[src/rtl/rv32i_regfile_alu_datapath_if.sv]
// Controller-to-datapath bundle for the RV32I execute slice: register-file
// access, operand latches, ALU operands/flags and the captured ALU result.
interface rv32i_regfile_alu_datapath_if;
    localparam int unsigned XLEN = 32;
    localparam int unsigned AW   = 5;
    localparam int unsigned OPW  = 4;

    logic            reg_write;
    logic [AW-1:0]   rd;
    logic [XLEN-1:0] rfile_wr_data;
    logic [AW-1:0]   rs1;
    logic [AW-1:0]   rs2;
    logic [XLEN-1:0] reg_data1;
    logic [XLEN-1:0] reg_data2;
    logic [XLEN-1:0] reg_A;
    logic [XLEN-1:0] reg_B;
    logic [XLEN-1:0] src_a;
    logic [XLEN-1:0] src_b;
    logic [OPW-1:0]  alu_control;
    logic [XLEN-1:0] alu_result;
    logic            overflow;
    logic            zero;
    logic            equal;
    logic            ALU_ena;
    logic [XLEN-1:0] alu_last;

    modport master (
        output reg_write, rd, rfile_wr_data, rs1, rs2,
               src_a, src_b, alu_control, ALU_ena,
        input  reg_data1, reg_data2, reg_A, reg_B,
               alu_result, overflow, zero, equal, alu_last
    );

    modport slave (
        input  reg_write, rd, rfile_wr_data, rs1, rs2,
               src_a, src_b, alu_control, ALU_ena,
        output reg_data1, reg_data2, reg_A, reg_B,
               alu_result, overflow, zero, equal, alu_last
    );
endinterface

[src/rtl/rv32i_regfile_alu_datapath.sv]
// Execute-side datapath of the multicycle RV32I core: 32x32 register file,
// A/B operand latches, combinational ALU and the enabled ALU-result register.
module rv32i_regfile_alu_datapath #(
    parameter int unsigned N        = 32,
    parameter int unsigned RF_DEPTH = 32
) (
    input logic                          clk,
    input logic                          rst,
    rv32i_regfile_alu_datapath_if.slave  dp
);
    localparam int unsigned AW = $clog2(RF_DEPTH);
    localparam int unsigned SW = $clog2(N);

    localparam logic [3:0] OP_AND  = 4'b0001;
    localparam logic [3:0] OP_OR   = 4'b0010;
    localparam logic [3:0] OP_XOR  = 4'b0011;
    localparam logic [3:0] OP_SLL  = 4'b0101;
    localparam logic [3:0] OP_SRL  = 4'b0110;
    localparam logic [3:0] OP_SRA  = 4'b0111;
    localparam logic [3:0] OP_ADD  = 4'b1000;
    localparam logic [3:0] OP_SUB  = 4'b1100;
    localparam logic [3:0] OP_SLT  = 4'b1101;
    localparam logic [3:0] OP_SLTU = 4'b1111;

    logic [N-1:0]  rf [RF_DEPTH];
    logic [N-1:0]  rd_data1;
    logic [N-1:0]  rd_data2;
    logic [N-1:0]  reg_a_q;
    logic [N-1:0]  reg_b_q;
    logic [N-1:0]  alu_last_q;
    logic [N-1:0]  op_a;
    logic [N-1:0]  op_b;
    logic [SW-1:0] shamt;
    logic [N-1:0]  alu_res_c;
    logic          ovf_c;

    assign op_a  = dp.src_a;
    assign op_b  = dp.src_b;
    assign shamt = op_b[SW-1:0];

    // Asynchronous reads; x0 is forced to zero regardless of storage.
    always_comb begin
        rd_data1 = (dp.rs1 == '0) ? '0 : rf[dp.rs1];
        rd_data2 = (dp.rs2 == '0) ? '0 : rf[dp.rs2];
    end

    // Write port; reads in the same cycle still see the pre-edge value.
    always_ff @(posedge clk) begin
        if (rst) begin
            for (int unsigned i = 0; i < RF_DEPTH; i++) begin
                rf[AW'(i)] <= '0;
            end
        end else if (dp.reg_write && (dp.rd != '0)) begin
            rf[dp.rd] <= dp.rfile_wr_data;
        end
    end

    always_ff @(posedge clk) begin
        if (rst) begin
            reg_a_q    <= '0;
            reg_b_q    <= '0;
            alu_last_q <= '0;
        end else begin
            reg_a_q <= rd_data1;
            reg_b_q <= rd_data2;
            if (dp.ALU_ena) begin
                alu_last_q <= alu_res_c;
            end
        end
    end

    // ALU; unlisted opcodes yield zero with no overflow.
    always_comb begin
        alu_res_c = '0;
        ovf_c     = 1'b0;
        case (dp.alu_control)
            OP_AND:  alu_res_c = op_a & op_b;
            OP_OR:   alu_res_c = op_a | op_b;
            OP_XOR:  alu_res_c = op_a ^ op_b;
            OP_SLL:  alu_res_c = op_a << shamt;
            OP_SRL:  alu_res_c = op_a >> shamt;
            OP_SRA:  alu_res_c = N'($signed(op_a) >>> shamt);
            OP_ADD: begin
                alu_res_c = op_a + op_b;
                ovf_c     = (op_a[N-1] == op_b[N-1]) && (alu_res_c[N-1] != op_a[N-1]);
            end
            OP_SUB: begin
                alu_res_c = op_a - op_b;
                ovf_c     = (op_a[N-1] != op_b[N-1]) && (alu_res_c[N-1] != op_a[N-1]);
            end
            OP_SLT:  alu_res_c = N'($signed(op_a) < $signed(op_b));
            OP_SLTU: alu_res_c = N'(op_a < op_b);
            default: alu_res_c = '0;
        endcase
    end

    assign dp.reg_data1  = rd_data1;
    assign dp.reg_data2  = rd_data2;
    assign dp.reg_A      = reg_a_q;
    assign dp.reg_B      = reg_b_q;
    assign dp.alu_result = alu_res_c;
    assign dp.overflow   = ovf_c;
    assign dp.zero       = (alu_res_c == '0);
    assign dp.equal      = (op_a == op_b);
    assign dp.alu_last   = alu_last_q;
endmodule

[src/flat_wrapper.sv]
// flat-port wrapper written by rule: the top's interface ports become plain ports
module rv32i_regfile_alu_datapath_flat 
#(
    parameter int unsigned N        = 32,
    parameter int unsigned RF_DEPTH = 32
)
  (clk, rst, dp_reg_write, dp_rd, dp_rfile_wr_data, dp_rs1, dp_rs2, dp_src_a, dp_src_b, dp_alu_control, dp_ALU_ena, dp_reg_data1, dp_reg_data2, dp_reg_A, dp_reg_B, dp_alu_result, dp_overflow, dp_zero, dp_equal, dp_alu_last);
  rv32i_regfile_alu_datapath_if dp_i ();
  input logic clk;
  input logic rst;
  input wire logic [$bits(dp_i.reg_write)-1:0] dp_reg_write;
  input wire logic [$bits(dp_i.rd)-1:0] dp_rd;
  input wire logic [$bits(dp_i.rfile_wr_data)-1:0] dp_rfile_wr_data;
  input wire logic [$bits(dp_i.rs1)-1:0] dp_rs1;
  input wire logic [$bits(dp_i.rs2)-1:0] dp_rs2;
  input wire logic [$bits(dp_i.src_a)-1:0] dp_src_a;
  input wire logic [$bits(dp_i.src_b)-1:0] dp_src_b;
  input wire logic [$bits(dp_i.alu_control)-1:0] dp_alu_control;
  input wire logic [$bits(dp_i.ALU_ena)-1:0] dp_ALU_ena;
  output wire logic [$bits(dp_i.reg_data1)-1:0] dp_reg_data1;
  output wire logic [$bits(dp_i.reg_data2)-1:0] dp_reg_data2;
  output wire logic [$bits(dp_i.reg_A)-1:0] dp_reg_A;
  output wire logic [$bits(dp_i.reg_B)-1:0] dp_reg_B;
  output wire logic [$bits(dp_i.alu_result)-1:0] dp_alu_result;
  output wire logic [$bits(dp_i.overflow)-1:0] dp_overflow;
  output wire logic [$bits(dp_i.zero)-1:0] dp_zero;
  output wire logic [$bits(dp_i.equal)-1:0] dp_equal;
  output wire logic [$bits(dp_i.alu_last)-1:0] dp_alu_last;
  assign dp_i.reg_write = dp_reg_write;
  assign dp_i.rd = dp_rd;
  assign dp_i.rfile_wr_data = dp_rfile_wr_data;
  assign dp_i.rs1 = dp_rs1;
  assign dp_i.rs2 = dp_rs2;
  assign dp_i.src_a = dp_src_a;
  assign dp_i.src_b = dp_src_b;
  assign dp_i.alu_control = dp_alu_control;
  assign dp_i.ALU_ena = dp_ALU_ena;
  assign dp_reg_data1 = dp_i.reg_data1;
  assign dp_reg_data2 = dp_i.reg_data2;
  assign dp_reg_A = dp_i.reg_A;
  assign dp_reg_B = dp_i.reg_B;
  assign dp_alu_result = dp_i.alu_result;
  assign dp_overflow = dp_i.overflow;
  assign dp_zero = dp_i.zero;
  assign dp_equal = dp_i.equal;
  assign dp_alu_last = dp_i.alu_last;
  rv32i_regfile_alu_datapath #(.N(N), .RF_DEPTH(RF_DEPTH)) u_core (.clk(clk), .rst(rst), .dp(dp_i));
endmodule
[config.mk]
export PLATFORM = sky130hd
export DESIGN_NAME = rv32i_regfile_alu_datapath_flat
export DESIGN_NICKNAME = d
export VERILOG_FILES = /design/src/rtl/rv32i_regfile_alu_datapath_if.sv /design/src/rtl/rv32i_regfile_alu_datapath.sv /design/src/flat_wrapper.sv
export SDC_FILE = /design/constraint.sdc
export NUM_CORES = 2
export LEC_CHECK = 0
export ABC_CLOCK_PERIOD_IN_PS = 6000
export CAP_MARGIN = 20
export CORE_ASPECT_RATIO = 0.8
export CORE_UTILIZATION = 30
export DETAILED_ROUTE_END_ITERATION = 12
export DONT_BUFFER_PORTS = 1
export PLACE_DENSITY_LB_ADDON = 0.2
export SETUP_SLACK_MARGIN = 0.5
export SYNTH_ARGS = -nofsm -noshare
export SYNTH_HDL_FRONTEND = slang
export SYNTH_SLANG_ARGS = --single-unit
[constraint.sdc]
create_clock -name clk -period 6 [get_ports clk]
set_clock_uncertainty 0.05 [all_clocks]
set_input_delay 0.9 -clock clk [delete_from_list [all_inputs] [get_ports clk]]
set_output_delay 0.9 -clock clk [all_outputs]
set_load 0.02 [all_outputs]
==> metrics.md <==
| Metric | Value |
|---|---|
| H-Tree Depth | 4 |
| Worst hold path startpoint | rst |
| Starting Density | 30.3% |
| Number of cells on the worst hold path | 1 |
| Worst-path fanout max | 61 |
| # Max-Cap Violations | 0 |
| Synth Area per Inst | 13.5 um^2 |
| Worst-Margin Slew | 1320 ps |
| Area delta synth->final | 12.1% |
| Warnings from Yosys | 0 |
| CTS buffer count | 139 |
| Slew Viols, Final | 0 |
| Leading cell types in the layout, fill and taps excluded | edfxtp_1, and2_1, mux4_2 |
| Layout Nets | 5,048 |
| CTS Buffer Depth | 4 |
| Port Buf Inserts | 0 |
| Critical R2R Capture | u_core.dp.reg_A[29] |
| Largest net degree at the start of global routing | 258 |
| Fmax | 0.180 GHz |
| Vias in the first global route | 43.5k |
| Clock-pin slew on the worst setup and hold paths | 60 ps |
| Fraction of final layout cells sized beyond drive strength 1 | 25.0% |
| Worst EP required | 5050 ps |
| Die Wd | 530 um |
| Min Clock Period, post-route | 5560 ps |
| Remaining global-route overflow | 0 |
| EDFF count, synth | 1,024 |
| Post-synth ARST share | 0% |
| Total power | 20.3 mW |
| GP Congestion | 0.971 |
| RSZ-0062 raised after global routing | yes |
| First-pass GRT wire length | 358,000 um |
| Mapped Cells | 4,949 |
| Num Clock Sinks | 1,120 |
| Netlist Area Pre-Place | 66,900 um^2 |
| Routed WL per cell | 32.8 um |
| I/O pin count | 314 |
| Final Core Density | 34.0% |
| Initial DRC Count | 5,599 |
| CTS tree | done |
| Leakage | 25.7 nW |
| Outcome | finished clean |
| Leading cell type in the layout, fill and taps excluded | edfxtp_1 |
| Sequential area share after synthesis | 48.8% |
| Clk root buf | clkbuf_16 |
| Routed WL | 259,000 um |
| Fillers | 21.4k |
| Die height | 424 um |
| DRT Pass-1 Iters | 6 |
| Final ANT Viol Nets | 0 |
| Final hold viol count | 0 |
| Num rows | 154 |
| Final setup viols | 0 |
| Via count | 44.5k |
| Worst R2R Path Depth | 5 |
| # DRC | 0 |
| Skew-Pair Late Insertion Delay | 810 ps |
| All-layer global routing usage | 22.6% |
| Final worst path period share | 92.7% |
| Core Footprint | 221,000 um^2 |
| Worst r2r src | u_core.rf[4][29] |
| Seq cells post-synth | 1,120 |
| Yosys cell types | 94 |
| Hpwl dp | 157,000 um |
| IR drop worst, VDD | 167 uV |
| CP endpoint kind | primary output |
| Pwr/cell area | 270 nW/um^2 |
| Setup CP Type | primary input to primary output |
| Hold Path Sink | u_core.dp.reg_A[5] |
| Setup TNS | 0 ps |
| Initial antenna violation count | 23 |
| CP Data Arrival Time | 4610 ps |
| Hold/Removal Path Class | primary input to flip-flop |
| Dominant synthesized flop cell | edfxtp_1 |
| Worst R2R Setup Slack | 3430 ps |
| Vias per cell | 5.64 |
| Hold Buf Count CTS | 0 |
| Rel. slew slack | 11.9% |
| Die ar. | 225,000 um^2 |
| Worst setup SP type | primary input |
==> power by group <==
part / internal (mW) / leakage [nW] / switching, mW / total [mW]
combinational: 1.35 / 13.1 / 1.61 / 2.96
clock: 4.64 / 2.07 / 3.43 / 8.07
sequential: 8.97 / 10.5 / 0.287 / 9.25
total: 15.0 / 25.7 / 5.32 / 20.3
==> per-layer routing <==
| layer | track usage (%) | up-vias | share of wire (%) | wire (um) |
|---|---|---|---|---|
| li1 | - | 18500 | - | - |
| met1 | 32.9 | 23400 | 44 | 113000 |
| met2 | 33.6 | 2257 | 44 | 114000 |
| met3 | 5.31 | 355 | 9.6 | 25000 |
| met4 | 5.73 | 10 | 2.7 | 6960 |
| met5 | 0 | - | 0.028 | 72 |
==> sequential cells by signal, indices dropped and copies added (netlist names) <==
name	count
u_core.dp.reg_B	32
u_core.rf	1024
u_core.dp.reg_A	32
u_core.dp.alu_last	32
==> cells by family after synthesis <==
kind of cell               synth area share [%]
buffers and inverters                      3.59
muxes                                      25.0
and+or+nand+nor                            14.8
xor gates and xnor gates                  0.340
other                                   0.00560
DFF                                        48.8
AOI/OAI and AO/OA                          5.39
adders and majority gates                  1.99
==> cells in the mapped netlist (all sizes together) (10+ instances only) <==
master | instances | share of area (%)
nor4 | 15 | 0.15
nand4 | 16 | 0.15
and2 | 999 | 9.3
o22a | 11 | 0.14
nand2b | 78 | 0.73
nor2b | 82 | 0.77
xnor2 | 19 | 0.25
nand2 | 178 | 1.0
a22oi | 11 | 0.12
mux2 | 33 | 0.56
ha | 103 | 1.9
a31oi | 16 | 0.15
a221oi | 11 | 0.15
a211oi | 38 | 0.43
buf | 134 | 0.99
or2 | 42 | 0.39
inv | 114 | 0.64
o22ai | 33 | 0.31
mux4 | 676 | 23
a21oi | 170 | 1.3
o21ai | 93 | 0.70
edfxtp | 1024 | 46
o211ai | 34 | 0.38
nand3 | 36 | 0.27
mux2i | 112 | 1.7
nor3 | 40 | 0.30
nor2 | 195 | 1.1
clkbuf | 347 | 2.0
o31ai | 15 | 0.18
dfxtp | 96 | 2.9
o221ai | 10 | 0.13
==> critical path, stage by stage <==
cell and delay, ps:
inv_1 160, ha_2 390, nor2_2 250, a211oi_4 80, buf_4 150, buf_4 130
o21ai_0 230, o211ai_1 240, buf_4 220, nand2_1 130, o211a_1 210, o211ai_1 220
nor2_1 180, and4b_2 300, nand4b_1 230, nor4_4 360, buf_4 190
==> area by class of cell <==
cell class                 instances  area [um^2]  share of cell area, %
timing repair buffer             184         1430                   1.91
tap                             2964         3710                   4.94
sequential                      1120        32700                   43.5
clock buffer                     193         3890                   5.18
clock inverter                    47          315                  0.420
antenna                            8         20.0                 0.0267
multi-input combinational       3265        32600                   43.4
inverter                         114          434                  0.579
==> stage by stage <==
stage | area [um^2] | cells | hold slack, ps | worst slack [ps]
final | 75000 | 7895 | 132 | 436
after global routing | 75000 | 7887 | 98.6 | 383
after CTS | 74600 | 7877 | 89.9 | 505
after detailed placement | 70400 | 7637 | 524 | 183
after global placement | 70400 | 7637 | 529 | 111
after floorplan | 67000 | 4980 | 507 | 508
==> worst max path at each step <==
stage,startpoint,to,depth (start not counted)
floorplan,dp_src_b[1],dp_zero,17
global placement,dp_src_a[0],dp_zero,18
detailed placement,dp_src_a[0],dp_zero,18
CTS,dp_src_a[0],dp_zero,16
global route,dp_src_b[3],dp_zero,15
finish,dp_src_b[3],dp_zero,17
==> what timing repair did <==
action                                  4_1_cts  5_1_grt
endpoints found under the setup margin        1        1
gates resized for setup                      15       71
pin swaps                                     1       27
cloned                                        0        0
buffers inserted                              0        9
Note: power is estimated with default switching activity, not from simulation.
